$ cat config.mk
export PLATFORM = sky130hd
export DESIGN_NAME = hazard_ctrl_fsm
export DESIGN_NICKNAME = d
export VERILOG_FILES = /design/src/rtl/hazard_ctrl_fsm.sv
export SDC_FILE = /design/constraint.sdc
export NUM_CORES = 1
export LEC_CHECK = 0
export CORE_ASPECT_RATIO = 0.7
export CORE_MARGIN = 2
export CORE_UTILIZATION = 41
export DETAILED_ROUTE_END_ITERATION = 10
export GPL_TIMING_DRIVEN = 0
export PLACE_DENSITY = 0.79
export SYNTH_ARGS = -nofsm -noshare
export SYNTH_HDL_FRONTEND = slang
export SYNTH_SLANG_ARGS = --single-unit
$ cat constraint.sdc
create_clock -name clk -period 2.38 [get_ports clk]
set_input_delay 0.238 -clock clk [delete_from_list [all_inputs] [get_ports clk]]
set_output_delay 0.238 -clock clk [all_outputs]
set_load 0.01 [all_outputs]
$ cat src/rtl/hazard_ctrl_fsm.sv
`default_nettype none
// ============================================================================
// Module      : hazard_ctrl_fsm
// Description : Registered hazard controller for the 5-stage MIPS pipeline:
//               EX forwarding, multi-cycle load-use stall, multi-slot branch
//               flush, data-memory wait freeze and a stall-cycle counter.
// Revision    : 1.0 - initial release
// ============================================================================
module hazard_ctrl_fsm #(
    parameter int REG_AW      = 5,
    parameter int LOAD_STALL  = 1,
    parameter int FLUSH_SLOTS = 1,
    parameter int CNT_W       = 3,
    parameter int PERF_W      = 16
) (
    input  logic              clk,
    input  logic              rst,
    input  logic [REG_AW-1:0] id_rs,
    input  logic [REG_AW-1:0] id_rt,
    input  logic              id_uses_rt,
    input  logic              id_ex_mem_read,
    input  logic [REG_AW-1:0] id_ex_rs,
    input  logic [REG_AW-1:0] id_ex_rt,
    input  logic              ex_mem_reg_write,
    input  logic [REG_AW-1:0] ex_mem_rd,
    input  logic              mem_wb_reg_write,
    input  logic [REG_AW-1:0] mem_wb_rd,
    input  logic              branch_taken,
    input  logic              jump,
    input  logic              mem_busy,
    output logic              pc_write,
    output logic              if_id_write,
    output logic              if_flush,
    output logic              id_ex_bubble,
    output logic              stage_hold,
    output logic [1:0]        forward_a,
    output logic [1:0]        forward_b,
    output logic [PERF_W-1:0] stall_cycles
);

    typedef enum logic [1:0] {
        RUN    = 2'd0,
        LSTALL = 2'd1,
        FLUSH  = 2'd2,
        MWAIT  = 2'd3
    } state_t;

    localparam logic [CNT_W-1:0]  c_LOAD_RELOAD  = CNT_W'(LOAD_STALL - 1);
    localparam logic [CNT_W-1:0]  c_FLUSH_RELOAD = CNT_W'(FLUSH_SLOTS - 1);
    localparam logic [CNT_W-1:0]  c_CNT_ONE      = CNT_W'(1);
    localparam logic [PERF_W-1:0] c_PERF_MAX     = '1;
    localparam logic [REG_AW-1:0] c_REG_ZERO     = '0;

    state_t              r_state;
    state_t              r_retState;
    logic [CNT_W-1:0]    r_cnt;
    logic [PERF_W-1:0]   r_stallCycles;

    state_t              w_nextState;
    state_t              w_nextRet;
    state_t              w_effState;
    logic [CNT_W-1:0]    w_nextCnt;
    logic                w_hz;
    logic                w_pcWrite;
    logic                w_ifIdWrite;
    logic                w_ifFlush;
    logic                w_idExBubble;
    logic                w_stageHold;
    logic [1:0]          w_fwdA;
    logic [1:0]          w_fwdB;

    // EX/MEM result is newer than MEM/WB, so it wins when both match.
    function automatic logic [1:0] fwdSel(input logic [REG_AW-1:0] src);
        if (ex_mem_reg_write && (ex_mem_rd != c_REG_ZERO) && (ex_mem_rd == src))
            return 2'b10;
        else if (mem_wb_reg_write && (mem_wb_rd != c_REG_ZERO) && (mem_wb_rd == src))
            return 2'b01;
        else
            return 2'b00;
    endfunction

    assign w_hz = id_ex_mem_read && (id_ex_rt != c_REG_ZERO) &&
                  ((id_ex_rt == id_rs) || (id_uses_rt && (id_ex_rt == id_rt)));

    // Once memory is ready again, the waiting cycle acts as the interrupted state.
    assign w_effState = ((r_state == MWAIT) && !mem_busy) ? r_retState : r_state;

    always_comb begin
        w_nextState  = w_effState;
        w_nextRet    = r_retState;
        w_nextCnt    = r_cnt;
        w_pcWrite    = 1'b1;
        w_ifIdWrite  = 1'b1;
        w_ifFlush    = 1'b0;
        w_idExBubble = 1'b0;
        w_stageHold  = 1'b0;
        w_fwdA       = fwdSel(id_ex_rs);
        w_fwdB       = fwdSel(id_ex_rt);

        if (rst) begin
            w_pcWrite    = 1'b0;
            w_ifIdWrite  = 1'b0;
            w_ifFlush    = 1'b1;
            w_idExBubble = 1'b1;
            w_fwdA       = 2'b00;
            w_fwdB       = 2'b00;
            w_nextState  = RUN;
            w_nextRet    = RUN;
            w_nextCnt    = '0;
        end else if (mem_busy) begin
            w_pcWrite   = 1'b0;
            w_ifIdWrite = 1'b0;
            w_stageHold = 1'b1;
            w_nextState = MWAIT;
            if (r_state != MWAIT)
                w_nextRet = r_state;
        end else begin
            case (w_effState)
                LSTALL: begin
                    w_pcWrite    = 1'b0;
                    w_ifIdWrite  = 1'b0;
                    w_idExBubble = 1'b1;
                    w_nextCnt    = r_cnt - c_CNT_ONE;
                    w_nextState  = (r_cnt <= c_CNT_ONE) ? RUN : LSTALL;
                end
                FLUSH: begin
                    w_ifFlush   = 1'b1;
                    w_nextCnt   = r_cnt - c_CNT_ONE;
                    w_nextState = (r_cnt <= c_CNT_ONE) ? RUN : FLUSH;
                end
                default: begin
                    w_nextState = RUN;
                    if (w_hz) begin
                        w_pcWrite    = 1'b0;
                        w_ifIdWrite  = 1'b0;
                        w_idExBubble = 1'b1;
                        if (LOAD_STALL > 1) begin
                            w_nextState = LSTALL;
                            w_nextCnt   = c_LOAD_RELOAD;
                        end
                    end else if (branch_taken || jump) begin
                        w_ifFlush = 1'b1;
                        if (FLUSH_SLOTS > 1) begin
                            w_nextState = FLUSH;
                            w_nextCnt   = c_FLUSH_RELOAD;
                        end
                    end
                end
            endcase
        end
    end

    always_ff @(posedge clk) begin
        if (rst) begin
            r_state       <= RUN;
            r_retState    <= RUN;
            r_cnt         <= '0;
            r_stallCycles <= '0;
        end else begin
            r_state    <= w_nextState;
            r_retState <= w_nextRet;
            r_cnt      <= w_nextCnt;
            if (!w_pcWrite && (r_stallCycles != c_PERF_MAX))
                r_stallCycles <= r_stallCycles + 1'b1;
        end
    end

    assign pc_write     = w_pcWrite;
    assign if_id_write  = w_ifIdWrite;
    assign if_flush     = w_ifFlush;
    assign id_ex_bubble = w_idExBubble;
    assign stage_hold   = w_stageHold;
    assign forward_a    = w_fwdA;
    assign forward_b    = w_fwdB;
    assign stall_cycles = r_stallCycles;

endmodule
`default_nettype wire

After elaboration in Yosys (flattened, before gate mapping). Cells that the tools add are included.

Flip-flop bits (word level): 23.

Equal/unequal tests: 11. Reductions and logical operators: 21. Add/subtract/negate cells: 2. Muxes and demuxes: 26. Order comparisons: 1. Bitwise gates (word level): 1.

Operators by type and width (count): equality test 5 bit (6); adder 16 x 1 -> 16 bit (second input constant) (1); inequality test 16 bit (second input constant) (1); two-way mux 1 bit (15); nonzero test 5 bit (3); two-way mux 2 bit (7); logical AND 1 bit (11); case mux 1 bit (2 select lines) (3); equality test 2 bit (second input constant) (2); case mux 2 bit (2 select lines) (1); AND reduction 2 bit (2); <= comparator 3 x 1 -> 1 bit (second input constant) (1); subtractor 3 x 1 -> 3 bit (second input constant) (1); equality test 2 x 1 -> 1 bit (second input constant) (1); zero test 1 bit (2); logical OR 1 bit (2); inequality test 2 bit (second input constant) (1); OR reduction 2 bit (1); inverter 1 bit (1).

Logic depth before layout (Yosys ltp). Gate-level depths: netlist (run 1).

Depth in word-level cells: 10. Mapped depth: 10. Gate-level depth less buffers: 10.

Worst setup path before layout (run 1). OpenSTA, ideal clock, no wires.

Path kind: register -> register. Start point: reg r_state[0]. End point: reg r_stallCycles[9] (netlist: stall_cycles[9]). Path slack: 0.039 ns. Library setup time: 0.070 ns. Arrival: 2.271 ns. Period minus slack after synthesis: 2.341 ns. Stages on the path, launching flop included: 11. Path through: dfxtp_1 inv_1 o31a_1 inv_1 ha_1 o21bai_1 nor2_1 a22oi_4 nand2_4 or4_1 a21oi_1.

Cells in the longest elaborated chain, start to end: 9. Elaborated cells on any way between the ends: 10. Classes of those cells: eq/ne (3); mux (4); reduce/logical (3).

Ends and longest elaborated chain: start: declaration (line 54) `state_t r_state;`; start signal: assignment (line 160) `r_state <= w_nextState;`; equality test 2 bit (line 86) `assign w_effState = ((r_state == MWAIT) && !mem_busy) ? r_retState : r_state;`; logical AND 1 bit (line 86); two-way mux 2 bit * (line 86); equality test 2 bit / equality test 2 x 1 -> 1 bit (equally long branches) (line 118) `case (w_effState)`; case mux 1 bit (2 select lines) * (line 118); two-way mux 1 bit * (line 110) `end else if (mem_busy) begin`; two-way mux 1 bit * (line 100) `if (rst) begin`; zero test 1 bit * (line 163) `if (!w_pcWrite && (r_stallCycles != c_PERF_MAX))`; logical AND 1 bit * (line 163); end signal: assignment (line 164) `r_stallCycles <= r_stallCycles + 1'b1;`; end: declaration (line 57) `logic [PERF_W-1:0] r_stallCycles;`.

Every way passes the cells marked *; elsewhere a longest branch is shown, timed or not. A chain may end at the register's enable or synchronous reset.

Worst setup path in the final report (run 1).
Start point: reg r_state[0]. End point: reg r_stallCycles[8] (netlist: stall_cycles[8]).

The elaborated chain is that of the path after synthesis.

==> out/summary.json, run 1 <==
{
  "run_status": "finished, violations left",
  "failed_checks": "setup timing",
  "power.combinational.fraction": 0.352,
  "via_count_of_the_first_global_routing_pass": 1536,
  "grt_antenna_before_repair": 0,
  "setup_violations": 2,
  "ant_nets": 0,
  "synth-warning-count": 0,
  "gr_ovfl_total": 0,
  "setup_crit_end_kind": "flip-flop",
  "cts_inserted_buffers": 3,
  "register_area_um2": 462,
  "grt.total_usage": 0.199,
  "vias_per_cell": 5.10,
  "netlist_top_cells_count": "nor2_1 (27), dfxtp_1 (23), xnor2_1 (20)",
  "grt_first_pass_wirelength_um": 7350,
  "final-hold-violation-count": 0,
  "clk_path_buf_depth": 2,
  "synth_area_per_cell_um2": 8.81,
  "max_slew.worst_pin.slew_ns": 0.567,
  "cp_data_arrival_time_ns": 2.62,
  "netlist-cell-type-count": 48,
  "crit-reg2reg-capture": "stall_cycles[8]",
  "synth_flop_cell": "dfxtp_1",
  "synth_top_area_frac": 0.261,
  "flow.area_growth_from_synthesis_pct": 48.0,
  "slew_headroom": 0.619,
  "antenna_cells_inserted": 0,
  "cell_total_after_placement": 310,
  "fin_skew_ns": 0.00474,
  "biggest_fanout_along_the_worst_timing_path": 4,
  "rsz0062_at_grt": "true",
  "placer_congestion": 0.878,
  "synth_top_area_cell": "dfxtp_1",
  "final_nets": 317,
  "pin_count_of_the_biggest_net_entering_global_routing": 13,
  "synth_nets": 244,
  "cts-root-buf": "clkbuf_8",
  "cap_viol_max_count": 0,
  "placementRows": 19,
  "required_ns": 2.54,
  "r2r_depth": 12,
  "area_of_the_multi_input_gates_mm2": 0.00125,
  "via_count": 1654,
  "post_synthesis_instance_total": 200,
  "dieArea_mm2": 0.00485,
  "period_minus_slack_ns": 2.46,
  "crit_reg_reg_startpoint": "r_state[0]",
  "core_region_area_mm2": 0.00402,
  "ctsHtreeMaxLevel": 1,
  "number_of_enable_type_register_cells_in_the_synthesized_netlist": 0,
  "cts_tree": "built",
  "initial_utilization": 0.439,
  "drt_first_pass_iters": 4,
  "drcViolationCount": 0,
  "power.net_switching_mw": 0.310,
  "postSynth.asyncResetShare": 0,
  "internal_power_mw": 0.721,
  "hold_path_class": "in2reg",
  "timing.final.crit_share": 1.03,
  "floorplan.die.height_um": 58.9,
  "cts_num_sinks": 23,
  "netlist_area_mm2": 0.00176,
  "crit_start": "r_state[0]",
  "setup.reg_to_reg.worst_slack_ns": -0.08,
  "p_per_area_mw_per_mm2": 395,
  "cts_hold_buf": 0,
  "max_freq_ghz": 0.407,
  "seq_power_share": 0.409,
  "drt-wirelength-per-cell_um": 14.5,
  "setup_ws_ns": -0.0752,
  "worst_setup_path_start_kind": "flip-flop",
  "clkSlewWorstSetupHoldPaths_ns": 0.08,
  "drv_slew": 0,
  "synth.top_cells.by_area": "dfxtp_1 (26%), xnor2_1 (9.9%), xor2_1 (9.4%), nor2_1 (5.7%), ha_1 (3.5%)",
  "setup.worst_path.class": "reg2reg",
  "worst_skew_pair.late_latency_ns": 0.27,
  "boundaryPins": 64,
  "peakVddDrop_mv": 0.314,
  "switching_share_of_total_power": 0.301,
  "drt-total-wl_um": 4710,
  "layout-drive-gt1-share": 0.221,
  "ys_seq_elements": 23,
  "fillerInstances": 324,
  "setup.worst_path.end": "stall_cycles[8]",
  "final_core_util": 0.650,
  "drtIter0Drc": 72,
  "fin_cells": 324,
  "proportion_of_power_drawn_by_the_clock_network": 0.239,
  "floorplan.die.width_um": 82.4,
  "part_of_the_yosys_area_used_for_sequential_elements": 0.261,
  "place_hpwl_um": 3470,
  "synthMostInstantiatedCell": "nor2_1",
  "power.leakage_nw": 1.03,
  "port-buffer-count": 58
}
power groups by stage:
stage | logic [mW] | registers [mW] | clock network, mW
CTS | 0.345 | 0.421 | 0.254
global placement | 0.309 | 0.429 | 0
detailed placement | 0.315 | 0.429 | 0
finish | 0.362 | 0.422 | 0.246
floorplan | 0.182 | 0.430 | 0
global route | 0.393 | 0.425 | 0.267
kinds of logic (layout without fill, tap and decap cells):
| family | after synthesis | in the layout | synth area share |
|---|---|---|---|
| flip-flops | 23 | 23 | 0.261 |
| AO/OA/AOI/OAI | 23 | 23 | 0.110 |
| buffers and inverters | 19 | 91 | 0.0717 |
| AND/OR/NAND/NOR | 85 | 85 | 0.278 |
| multiplexers | 3 | 3 | 0.0227 |
| XOR/XNOR | 42 | 42 | 0.221 |
| adder cells (fa/ha/maj) | 5 | 5 | 0.0355 |
per-layer routing:
metal / wire, µm / global-route usage / share of wire / vias to the layer above
met4: 27 / 0.0357 / 0.0057 / 0
met2: 2080 / 0.306 / 0.44 / 46
li1: - / - / - / 835
met1: 2260 / 0.284 / 0.48 / 768
met3: 346 / 0.0506 / 0.073 / 5
met5: 0 / 0 / 0 / -
final cells by class:
cell class,instances,share of cell area
buffer,9,0.0340
clock buffer,4,0.0173
inverter,10,0.0144
multi-input combinational,158,0.479
sequential,23,0.177
tap,52,0.0249
timing repair buffer,68,0.253
through the flow:
step                instance area [µm²]  hold WS, ns  setup slack, ns  setup TNS, ns  power [mW]
floorplan                          1760        0.469           0.0388              0       0.612
global placement                   2410        0.484           -0.728          -8.89       0.738
detailed placement                 2410        0.492           -0.737          -9.47       0.744
CTS                                2550        0.505          0.00187              0        1.02
global route                       2610        0.492           -0.160         -0.900        1.09
finish                             2610        0.472          -0.0752         -0.130        1.03
how the worst min path moves through the flow:
stage / start / endpoint / slack [ns] / cells after the start
after global placement: r_retState[1] / r_retState[1] / 0.48 / 2
after global routing: rst / stall_cycles[8] / 0.49 / 3
after floorplan: r_retState[1] / r_retState[1] / 0.47 / 2
after CTS: r_retState[1] / r_retState[1] / 0.50 / 2
final: rst / stall_cycles[8] / 0.47 / 3
after detailed placement: r_retState[1] / r_retState[1] / 0.49 / 2
sequential cells by signal, indices dropped and copies added, names as in the netlist:
name / flops
r_retState: 2
stall_cycles: 16
r_cnt: 3
r_state: 2
repair_timing:
action | CTS | global route
endpoints found under the setup margin | 22 | 13
pin swaps | 6 | 10
gates resized for setup | 28 | 16
buffers inserted | 6 | 5
critical path: stages, from the launching register on:
cell and delay, ns:
dfxtp_2 0.34, inv_2 0.04, o31a_1 0.32, inv_2 0.07, ha_4 0.21, o21bai_4 0.18
nor2_4 0.05, buf_6 0.13, a22oi_4 0.25, buf_6 0.14, nand4bb_4 0.15, nor2_2 0.16
mux2_4 0.30
placed cells by master (no fill, tap or decap), types with 5 or more instances in the layout:
cell	instances
clkdlybuf4s50_1	48
nor2_1	25
dfxtp_1	22
xnor2_1	20
xor2_1	19
nand2_1	10
buf_4	10
buf_6	8
inv_1	7
nand3_1	7
or4_1	6
nor3_1	5
nor2b_1	5
nand4_1	5
Power figures use the tool's default switching activity.
==> run 2: changes to the inputs <==
--- a/config.mk
+++ b/config.mk
@@ -6,7 +6,6 @@
 export NUM_CORES = 1
 export LEC_CHECK = 0
 export CORE_ASPECT_RATIO = 0.7
-export CORE_MARGIN = 2
 export CORE_UTILIZATION = 41
 export DETAILED_ROUTE_END_ITERATION = 10
 export GPL_TIMING_DRIVEN = 0
==> run 2 against run 1 <==
  * The run still ends with setup timing left
  * Critical path depth unchanged
  * Final area increased by 1.3%
  * Global-route usage increased by 2.5 points
  * Cell count increased by 0.62%
  * Utilization increased by 0.84 points
  * Die area decreased by 5.7%
  * Clock power about the same
  * Maximum frequency increased by 2.0%
  * Critical path type unchanged
  * Largest cell class unchanged
==> out/summary.json, run 2 (same netlist as run 1, synthesis figures left out) <==
{
  "worst_setup_path_start_kind": "flip-flop",
  "cts_inserted_buffers": {"value": 3, "change": "unchanged"},
  "r2r_depth": {"value": 12, "change": "unchanged"},
  "run_status": "finished, violations left",
  "drtIter0Drc": {"value": 124, "change": "+72%"},
  "peakVddDrop": {"value": 0.235, "unit": "mV", "change": "-25%"},
  "grt.met2_usage": {"value": 0.347, "change": "+0.0410"},
  "floorplan.die.width": {"value": 80.4, "unit": "µm", "change": "-2.4%"},
  "slowest_delay": {"value": 0.34, "unit": "ns", "change": "about the same"},
  "port-buffer-count": {"value": 58, "change": "unchanged"},
  "cp_data_arrival_time": {"value": 2.57, "unit": "ns", "change": "-0.05 ns"},
  "cts_tree": "built",
  "clkSlewWorstSetupHoldPaths": {"value": 0.08, "unit": "ns", "change": "about the same"},
  "max_freq": {"value": 0.415, "unit": "GHz", "change": "+2.0%"},
  "total_power": {"value": 1.04, "unit": "mW", "change": "+0.47%"},
  "timing.critical_path.slowest_stage_cell": "dfxtp_2",
  "fin_worst_hold_slack": {"value": 0.505, "unit": "ns", "change": "+0.0335 ns"},
  "most-common-layout-cells": "clkdlybuf4s50_1 (51), nor2_1 (25), dfxtp_1 (21)",
  "largest_register_ff_count": {"value": 16, "change": "unchanged"},
  "setup.reg_to_reg.worst_slack": {"value": -0.03, "unit": "ns", "change": "+0.05 ns"},
  "cts_num_sinks": {"value": 23, "change": "unchanged"},
  "timing.final.crit_share": {"value": 1.01, "change": "-0.0202"},
  "worst_skew_pair.late_latency": {"value": 0.26, "unit": "ns", "change": "about the same"},
  "fin_skew": {"value": 0.000888, "unit": "ns", "change": "-0.00385 ns"},
  "biggest_fanout_along_the_worst_timing_path": {"value": 3, "change": "-1"},
  "boundaryPins": {"value": 64, "change": "unchanged"},
  "core_region_area": {"value": 0.00402, "unit": "mm²", "change": "unchanged"},
  "slew_headroom": {"value": 0.605, "change": "-0.0140"},
  "dieArea": {"value": 0.00457, "unit": "mm²", "change": "-5.7%"},
  "crit_start": "r_state[0]",
  "ant_nets": {"value": 0, "change": "unchanged"},
  "floorplan.die.height": {"value": 56.9, "unit": "µm", "change": "-3.4%"},
  "drt-total-wl": {"value": 5160, "unit": "µm", "change": "+9.6%"},
  "p_per_area": {"value": 391, "unit": "mW/mm²", "change": "-0.82%"},
  "max_slew.worst_pin.slew": {"value": 0.588, "unit": "ns", "change": "+0.0209 ns"},
  "layout_commonest_cell": "clkdlybuf4s50_1",
  "initial_utilization": {"value": 0.439, "change": "unchanged"},
  "crit-reg2reg-capture": "stall_cycles[10]",
  "required": {"value": 2.54, "unit": "ns", "change": "about the same"},
  "hold_path_class": "reg2reg",
  "grt_first_pass_wirelength": {"value": 7770, "unit": "µm", "change": "+5.7%"},
  "drt_first_pass_iters": {"value": 4, "change": "unchanged"},
  "pin_count_of_the_biggest_net_entering_global_routing": {"value": 13, "change": "unchanged"},
  "crit_reg_reg_startpoint": "r_state[0]",
  "placementRows": {"value": 19, "change": "unchanged"},
  "drv_slew": {"value": 0, "change": "unchanged"},
  "antenna_cells_inserted": {"value": 0, "change": "unchanged"},
  "drcViolationCount": {"value": 0, "change": "unchanged"},
  "period_minus_slack": {"value": 2.41, "unit": "ns", "change": "-0.0481 ns"},
  "setup_violations": {"value": 3, "change": "+1"},
  "via_count": {"value": 1734, "change": "+4.8%"},
  "gr_ovfl_total": {"value": 0, "change": "unchanged"},
  "grt_antenna_before_repair": {"value": 0, "change": "unchanged"},
  "final-hold-violation-count": {"value": 0, "change": "unchanged"},
  "global_route.usage.met1": {"value": 0.316, "change": "+0.0313"},
  "place_hpwl": {"value": 3630, "unit": "µm", "change": "+4.7%"},
  "vias_per_cell": {"value": 5.32, "change": "+4.2%"},
  "layout-drive-gt1-share": {"value": 0.245, "change": "+0.0239"},
  "final_nets": {"value": 319, "change": "+0.63%"},
  "totalNegativeSetupSlack": {"value": -0.0652, "unit": "ns", "change": "+0.0653 ns"},
  "cap_viol_max_count": {"value": 0, "change": "unchanged"},
  "failed_checks": "setup timing",
  "busiest_layer": "met2",
  "setup_crit_end_kind": "flip-flop",
  "cts-root-buf": "clkbuf_8",
  "via_count_of_the_first_global_routing_pass": {"value": 1602, "change": "+4.3%"},
  "grt.total_usage": {"value": 0.224, "change": "+0.0245"},
  "clk_path_buf_depth": {"value": 2, "change": "unchanged"},
  "grt_use_met3": {"value": 0.0504, "change": "-0.000207"},
  "setup.worst_path.end": "stall_cycles[10]",
  "flow.area_growth_from_synthesis_pct": 50.0,
  "sequence_of_cells_on_the_critical_path": "inv_2 -> o31a_1 -> inv_2 -> ha_4 -> o21bai_4 -> nor2_4 -> buf_6 -> a22oi_4 -> buf_6 -> nand4bb_4 -> nor2_4 -> mux2_4",
  "power.leakage": {"value": 1.02, "unit": "nW", "change": "-1.6%"},
  "placer_congestion": {"value": 0.856, "change": "-2.5%"},
  "setup.worst_path.class": "reg2reg",
  "setup_ws": {"value": -0.0272, "unit": "ns", "change": "+0.0481 ns"},
  "cts_hold_buf": {"value": 0, "change": "unchanged"},
  "ctsHtreeMaxLevel": {"value": 1, "change": "unchanged"},
  "dp_slack": {"value": -0.823, "unit": "ns", "change": "-0.0860 ns"},
  "drt-wirelength-per-cell": {"value": 15.8, "unit": "µm", "change": "+9.0%"},
  "rsz0062_at_grt": "true"
}
-- run 2: critical path, delay by kind of cell, from the launching register on --
family | cells | cell delay, ns
AO/OA/AOI/OAI | 3 | 0.69
buffers and inverters | 4 | 0.39
AND/OR/NAND/NOR | 3 | 0.36
flip-flops | 1 | 0.34
multiplexers | 1 | 0.31
adder cells (fa/ha/maj) | 1 | 0.21
-- run 2: layout make-up --
class	instances	area [µm²]
Buffer	9	88.8
Multi-Input combinational cell	158	1280
Clock buffer	4	45.0
Tap cell	52	65.1
Timing Repair Buffer	70	661
Fill cell	317	1370
Inverter	10	37.5
Sequential cell	23	463
-- run 2: per-layer routing --
layer  vias to the layer above  share of wire  wire length (µm)
met4                         0          0.014                73
met5                         -              0                 0
li1                        844              -                 -
met2                        55           0.46              2400
met3                         8          0.054               280
met1                       827           0.47              2410
-- run 2: worst min-delay path by stage --
stage	start	endpoint	slack (ns)	cells past startpoint
after floorplan	r_retState[1]	r_retState[1]	0.47	2
after global placement	r_cnt[1]	r_cnt[1]	0.49	2
after detailed placement	r_retState[1]	r_retState[1]	0.49	2
after CTS	r_retState[1]	r_retState[1]	0.50	2
after global routing	r_retState[1]	r_retState[1]	0.52	2
final	r_retState[1]	r_retState[1]	0.51	2
-- run 2: power breakdown --
part	switching, mW	total [mW]	internal, mW
logic	0.172	0.368	0.196
registers	0.0168	0.421	0.405
clock network	0.126	0.245	0.120
total	0.315	1.04	0.720
-- run 2: timing repair --
| action | in CTS | in global routing |
|---|---|---|
| resized for setup | 33 | 17 |
| setup endpoints to repair | 23 | 13 |
| pin swaps | 8 | 5 |
| setup buffers | 7 | 5 |
| gates cloned | 0 | 0 |
| hold endpoints to repair | 0 | 0 |
-- run 2: through the flow --
step	utilization	std cells	instance area (µm²)
after floorplan	-	200	1760
after global placement	0.600	310	2410
after detailed placement	0.600	310	2410
after CTS	0.640	321	2570
after global routing	0.658	326	2640
final	0.658	326	2640
